`config.mk`:
```
export PLATFORM = sky130hd
export DESIGN_NAME = sim_run_ctrl
export DESIGN_NICKNAME = d
export VERILOG_FILES = /design/src/rtl/sim_run_pkg.sv /design/src/rtl/sim_run_ctrl_popcount.sv /design/src/rtl/sim_run_ctrl.sv
export SDC_FILE = /design/constraint.sdc
export NUM_CORES = 1
export LEC_CHECK = 0
export ABC_CLOCK_PERIOD_IN_PS = 16700
export CORE_UTILIZATION = 59
export CTS_CLUSTER_DIAMETER = 150
export DETAILED_ROUTE_END_ITERATION = 10
export HOLD_SLACK_MARGIN = 0.12
export PLACE_DENSITY = 0.87
export SLEW_MARGIN = 20
export SYNTH_ARGS = -nofsm -noshare
export SYNTH_HDL_FRONTEND = slang
export SYNTH_SLANG_ARGS = --single-unit
export TNS_END_PERCENT = 5
```
`constraint.sdc`:
```
create_clock -name clk -period 16.7 [get_ports clk]
set_input_delay 2.505 -clock clk [delete_from_list [all_inputs] [get_ports clk]]
set_output_delay 2.505 -clock clk [all_outputs]
set_load 0.02 [all_outputs]
```
`src/rtl/sim_run_pkg.sv`:
```
// -----------------------------------------------------------------------------
// sim_run_pkg
//   Shared types for the CPU verification run-control block.
//   status_t    : latched termination cause reported on sim_run_ctrl.status.
//   run_state_t : top-level sequencing state (HOLD -> RUN -> (DRAIN ->) DONE).
//   is_drain_cause() : true for causes that finish through the DRAIN window.
// -----------------------------------------------------------------------------
package sim_run_pkg;

   typedef enum logic [2:0] {
      NONE    = 3'd0,
      HALT    = 3'd1,
      TIMEOUT = 3'd2,
      STALL   = 3'd3,
      MON_ERR = 3'd4,
      MEM_ERR = 3'd5
   } status_t;

   typedef enum logic [1:0] {
      HOLD,
      RUN,
      DRAIN,
      DONE
   } run_state_t;

   // Error causes let in-flight traffic settle before finishing; all others
   // finish on the very next edge.
   function automatic logic is_drain_cause(input status_t cause);
      return (cause == MON_ERR) || (cause == MEM_ERR);
   endfunction

endpackage : sim_run_pkg

```
`src/rtl/sim_run_ctrl_popcount.sv`:
```
// -----------------------------------------------------------------------------
// popcount
//   Purely combinational population count.
//   Ports:
//     vec_i : W-bit input vector
//     cnt_o : number of set bits in vec_i, $clog2(W+1) bits wide
// -----------------------------------------------------------------------------
module popcount #(
   parameter int W = 8
) (
   input  logic [W-1:0]           vec_i,
   output logic [$clog2(W+1)-1:0] cnt_o
);

   localparam int CW = $clog2(W + 1);

   // NOTE: combinational accumulation uses blocking '=' so each loop step sees
   // the running sum from the previous step; clocked state always uses '<='.
   always_comb begin
      cnt_o = '0;
      for (int i = 0; i < W; i++) begin
         cnt_o = cnt_o + CW'(vec_i[i]);
      end
   end

endmodule : popcount

```
`src/rtl/sim_run_ctrl.sv`:
```
// -----------------------------------------------------------------------------
// sim_run_ctrl
//   Run control for the CPU verification top: sequences CPU reset, watches the
//   commit/halt channels, enforces a cycle timeout and a forward-progress
//   watchdog, drains after monitor/memory errors and reports a latched cause
//   with a one-cycle finish pulse.
//
//   Ports:
//     clk            : clock
//     rst            : asynchronous active-high reset
//     timeout_cycles : RUN-cycle budget, captured on HOLD->RUN (0 = disabled)
//     halt           : per-channel halt request from the monitor
//     commit         : per-channel commit valid
//     mon_error      : monitor error (finishes through DRAIN)
//     mem_error      : memory model error (finishes through DRAIN)
//     cpu_rst        : reset to the CPU, high while in HOLD
//     running        : high while in RUN
//     finish         : one-cycle pulse on entry to DONE
//     status         : latched termination cause (status_t)
//     cycle_count    : cycles counted in RUN and DRAIN
//     commit_count   : commits counted in RUN and DRAIN
//   All outputs are registered.
// -----------------------------------------------------------------------------
module sim_run_ctrl
   import sim_run_pkg::*;
#(
   parameter int CHANNELS     = 8,
   parameter int RST_CYCLES   = 2,
   parameter int DRAIN_CYCLES = 5,
   parameter int TIMEOUT_W    = 32,
   parameter int STALL_LIMIT  = 100000,
   parameter int CNT_W        = 64
) (
   input  logic                 clk,
   input  logic                 rst,
   input  logic [TIMEOUT_W-1:0] timeout_cycles,
   input  logic [CHANNELS-1:0]  halt,
   input  logic [CHANNELS-1:0]  commit,
   input  logic                 mon_error,
   input  logic                 mem_error,
   output logic                 cpu_rst,
   output logic                 running,
   output logic                 finish,
   output logic [2:0]           status,
   output logic [CNT_W-1:0]     cycle_count,
   output logic [CNT_W-1:0]     commit_count
);

   localparam int POP_W   = $clog2(CHANNELS + 1);
   localparam int HOLD_W  = $clog2(RST_CYCLES) + 1;
   localparam int DRAIN_W = $clog2(DRAIN_CYCLES) + 1;
   localparam int STALL_W = $clog2(STALL_LIMIT) + 1;
   localparam int CMP_W   = (TIMEOUT_W > CNT_W) ? TIMEOUT_W : CNT_W;

   run_state_t           state_q;
   logic [HOLD_W-1:0]    hold_cnt_q;
   logic [DRAIN_W-1:0]   drain_cnt_q;
   logic [STALL_W-1:0]   stall_cnt_q, stall_cnt_d;
   logic [TIMEOUT_W-1:0] tmo_q;
   logic [CNT_W-1:0]     cycle_count_q, cycle_count_d;
   logic [CNT_W-1:0]     commit_count_q, commit_count_d;
   status_t              status_q;
   logic                 cpu_rst_q, running_q, finish_q;

   logic [POP_W-1:0]     pop_cnt;
   logic                 count_en;
   logic                 timeout_hit, stall_hit;
   status_t              exit_cause;

   popcount #(.W(CHANNELS)) u_popcount (
      .vec_i (commit),
      .cnt_o (pop_cnt)
   );

   // ---------------------------------------------------------------------------
   // Next-state for counters and exit decode
   // ---------------------------------------------------------------------------
   // NOTE: every signal written here is given a default first, so no path
   // through the block can leave it unassigned and infer a latch.
   always_comb begin
      // DRAIN counts DRAIN_CYCLES cycles; the following edge only moves the
      // block to DONE and is not itself counted.
      count_en = (state_q == RUN) ||
                 ((state_q == DRAIN) && (drain_cnt_q != DRAIN_W'(DRAIN_CYCLES)));

      cycle_count_d  = cycle_count_q;
      commit_count_d = commit_count_q;
      if (count_en) begin
         cycle_count_d  = cycle_count_q + CNT_W'(1);
         commit_count_d = commit_count_q + CNT_W'(pop_cnt);
      end

      // Stall counter saturates at the limit so it can never wrap past it.
      stall_cnt_d = stall_cnt_q;
      if ((state_q == RUN) && (STALL_LIMIT != 0)) begin
         if (|commit) begin
            stall_cnt_d = '0;
         end else if (stall_cnt_q != STALL_W'(STALL_LIMIT)) begin
            stall_cnt_d = stall_cnt_q + STALL_W'(1);
         end
      end

      // Both limits compare against post-increment values so the triggering
      // cycle is already included in the reported counts.
      timeout_hit = (tmo_q != '0) &&
                    (CMP_W'(cycle_count_d) == CMP_W'(tmo_q));
      stall_hit   = (STALL_LIMIT != 0) &&
                    (stall_cnt_d == STALL_W'(STALL_LIMIT));

      exit_cause = NONE;
      if (|halt) begin
         exit_cause = HALT;
      end else if (timeout_hit) begin
         exit_cause = TIMEOUT;
      end else if (mon_error) begin
         exit_cause = MON_ERR;
      end else if (mem_error) begin
         exit_cause = MEM_ERR;
      end else if (stall_hit) begin
         exit_cause = STALL;
      end
   end

   // ---------------------------------------------------------------------------
   // Sequencing FSM with registered outputs
   // ---------------------------------------------------------------------------
   always_ff @(posedge clk or posedge rst) begin
      if (rst) begin
         state_q        <= HOLD;
         hold_cnt_q     <= '0;
         drain_cnt_q    <= '0;
         stall_cnt_q    <= '0;
         tmo_q          <= '0;
         cycle_count_q  <= '0;
         commit_count_q <= '0;
         status_q       <= NONE;
         cpu_rst_q      <= 1'b1;
         running_q      <= 1'b0;
         finish_q       <= 1'b0;
      end else begin
         finish_q       <= 1'b0;
         cycle_count_q  <= cycle_count_d;
         commit_count_q <= commit_count_d;
         stall_cnt_q    <= stall_cnt_d;

         case (state_q)
            HOLD: begin
               if (hold_cnt_q == HOLD_W'(RST_CYCLES - 1)) begin
                  state_q   <= RUN;
                  cpu_rst_q <= 1'b0;
                  running_q <= 1'b1;
                  tmo_q     <= timeout_cycles;
               end else begin
                  hold_cnt_q <= hold_cnt_q + HOLD_W'(1);
               end
            end

            RUN: begin
               if (exit_cause != NONE) begin
                  status_q  <= exit_cause;
                  running_q <= 1'b0;
                  if (is_drain_cause(exit_cause)) begin
                     state_q     <= DRAIN;
                     drain_cnt_q <= '0;
                  end else begin
                     state_q  <= DONE;
                     finish_q <= 1'b1;
                  end
               end
            end

            // Status is already latched; all new events are ignored here.
            DRAIN: begin
               if (drain_cnt_q == DRAIN_W'(DRAIN_CYCLES)) begin
                  state_q  <= DONE;
                  finish_q <= 1'b1;
               end else begin
                  drain_cnt_q <= drain_cnt_q + DRAIN_W'(1);
               end
            end

            DONE: begin
               state_q <= DONE;
            end

            default: begin
               state_q <= HOLD;
            end
         endcase
      end
   end

   assign cpu_rst      = cpu_rst_q;
   assign running      = running_q;
   assign finish       = finish_q;
   assign status       = status_q;
   assign cycle_count  = cycle_count_q;
   assign commit_count = commit_count_q;

endmodule : sim_run_ctrl

```
==> qor.yml <==
status:
  status: "complete, no violations"
critical_path:
  cp_max_fo: 5
  cp-start-kind: "primary input"
  end_kind: "register"
  r2r_cells: 13
  reg2reg_slack_ns: 10.82
  cp_data_required_time_ns: 17.03
  timing.rr.end: "status[0]$_DFFE_PP0P_"
  r2r_start: "state_q[1]$_DFFE_PP0P_"
  cp.arrival_ns: 7.99
  timing_worst_setup_path_type: "in2reg"
cts:
  post-cts-setup-buffers: 0
  hold_buffers: 0
  cts.htree.levels: 4
  numClockSinks: 192
  path_clk_slew_ns: 0.07
  clockRootBuffer: "clkbuf_16"
  cts_resized: 0
  clk_latency_ns: 0.45
  cts_buffer_depth: 2
  numCtsBuffers: 17
  cts_tree: "built"
min_path:
  min_path_type: "reg2reg"
  hp-start: "commit_count[63]$_DFFE_PP0N_"
  holdPathStages: 1
  min_to: "commit_count[63]$_DFFE_PP0N_"
layout:
  n_antenna_cell: 0
  nFillCells: 1364
  finalInstanceArea_um2: 14000
  post_route_cells_drive_above_1_share_pct: 6.88
  areaGrowthSynthToFinish_pct: 23.4
  fin_nets: 1442
timing:
  clock.fmax_mhz: 131
  worst_pin_slew_ns: 0.943
  slew_violations: 0
  hold_viol: 0
  relSlewSlack_pct: 37.1
  finalCritPeriodShare_pct: 45.9
  clock_skew_ns: 0.0159
  fin_crit_ns: 7.66
  finalSetupTns_ns: 0
  setup_violations: 0
  rsz0062_at_grt: "false"
grt:
  grt_pass1_wl_um: 57000
  overflow: 0
  track_usage_pct: 37.9
  grt_max_degree: 121
  grt_pass1_vias: 9956
  antenna_found_initial: 1
yosys:
  synth_seq_cells: 192
  ys.flop_type: "dfrtp_1"
  synth_compound_area_share_pct: 8.25
  netlist_area_um2: 11400
  netlist-cell-type-count: 76
  synth_top_area_share_pct: 42.0
  synth_top_area_cell: "dfrtp_1"
  synth-edff-count: 0
  synth_common_cells: "dfrtp_1 (191), nand2_1 (108), xnor2_1 (97)"
  async_flop_share_pct: 100
  yosysWarnings: 0
  synthMuxAreaShare_pct: 4.00
  synth_top_family_by_area: "simple AND/OR/NAND/NOR gates"
  synthXorXnorAreaFrac_pct: 12.7
  synthAdderAreaFrac_pct: 2.86
  synth_area_leaders: "dfrtp_1 (42%), xnor2_1 (7.5%), xor2_1 (4.5%), mux2_2 (3.6%), nand2_1 (3.6%)"
  syn_area_per_cell_um2: 9.44
  synth_fp_nets: 1280
  synth_seq_area_share_pct: 42.2
  synth_simple_gate_area_share_pct: 26.3
  post-synth-top-count-cell: "dfrtp_1"
  syn_inst: 1205
routing:
  viasPerCell: 6.43
  wl_per_cell_um: 22.4
  ant_nets: 0
  first_pass_iters: 8
  drc: 0
  via_count: 10600
  drt-total-wl_um: 36800
  drtIter0Drc: 1118
die:
  coreArea_um2: 18800
  die_w_um: 141
  die_height_um: 141
  io_pins: 186
  rows: 50
  start_util_pct: 60.4
  die_area_um2: 19800
flow_run:
  drv_cap: 0
power:
  p_leak_uw: 0.00593
  vdd_drop_max_mv: 0.0915
  power.density_nw_per_um2: 113
placed_design:
  place_congestion: 1.03
  hpwl_um: 27500
  placement.cell_area_um2: 13400
  place.port_buffers: 185
placed cells by master (no fill, tap or decap), drive strengths merged, types with 17 or more instances in the layout:
master         Yosys  layout
a21oi             20      20
and3              32      32
clkbuf            35      17
clkdlybuf4s50      0     185
dfrtp            191     191
ha                18      18
inv               63      69
mux2              36      36
nand2            108     108
nand3             53      53
nand4             57      57
nor2              91      91
nor3              35      35
nor4              39      39
o21ai             33      33
or4               21      21
xnor2             97      97
xor2              58      58
final cells by class:
type                    instances  area (um2)  area share, %
flip-flops and latches        192        4810           34.2
repair buffers                189        1880           13.4
clock inverters                15         206           1.47
clock buffers                  17         425           3.03
multi-input cells             904        6160           43.8
inverters                      63         244           1.74
well taps                     260         325           2.32
sequential cells by signal (all words and copies together) (netlist names):
name          count
commit_count     64
cpu_rst           1
cycle_count      64
drain_cnt_q       4
finish            1
hold_cnt_q        2
running           1
stall_cnt_q      18
state_q           2
status            3
tmo_q            32
kinds of logic after synthesis:
logic type      Yosys count
flops                   192
fa+ha+maj                23
buf+inv                 109
mux                      41
simple gates            545
xor+xnor                159
compound gates          136
worst max path at each step:
stage                          from                           end  slack (ns)  cells past startpoint
after floorplan                 rst   commit_count[0]$_DFFE_PP0N_        8.97                      1
after global placement    commit[0]  commit_count[63]$_DFFE_PP0N_        8.86                     20
after detailed placement  commit[0]  commit_count[63]$_DFFE_PP0N_        8.70                     20
after CTS                 commit[0]  commit_count[63]$_DFFE_PP0N_        9.02                     20
after global routing      commit[0]  commit_count[63]$_DFFE_PP0N_        8.65                     20
final                     commit[0]  commit_count[63]$_DFFE_PP0N_        9.04                     20
report_power, final:
part	switching, uW	total, uW	internal, uW
logic	295	526	231
registers	99.7	628	529
clock network	220	428	208
total	614	1580	968
layer usage:
metal  routed length, um  track usage (%)  vias to the layer above
met2               16400             57.9                      609
li1                    -                -                     4656
met3                3640             8.90                       86
met5                   0                0                        -
met1               15700             53.2                     5201
met4                1050             12.6                        0
per-stage QoR:
stage | util [%] | setup slack [ns] | instances | total power (uW) | hold slack (ns)
2_1_floorplan | - | 8.97 | 1205 | 944 | 0.450
3_3_place_gp | 71.2 | 8.86 | 1608 | 1120 | 0.465
3_5_place_dp | 71.2 | 8.70 | 1608 | 1140 | 0.476
4_1_cts | 74.6 | 9.02 | 1640 | 1570 | 0.484
5_1_grt | 74.6 | 8.65 | 1640 | 1640 | 0.499
6_report | 74.6 | 9.04 | 1640 | 1580 | 0.483
worst max-delay path, stage by stage:
cell and delay [ns]:
clkdlybuf4s50_1 0.50, inv_1 0.05, ha_1 0.28, inv_1 0.07
fa_1 0.42, fa_1 0.47, fa_1 0.41, fa_1 0.49
inv_1 0.06, ha_1 0.27, a21o_1 0.10, a21o_1 0.16
a21oi_1 0.15, nor4_1 0.77, nand2_1 0.15, nor2_1 0.26
nand2_1 0.21, nor2_1 0.34, nand4_1 0.16, xnor2_1 0.14
Power figures use the tool's default switching activity.
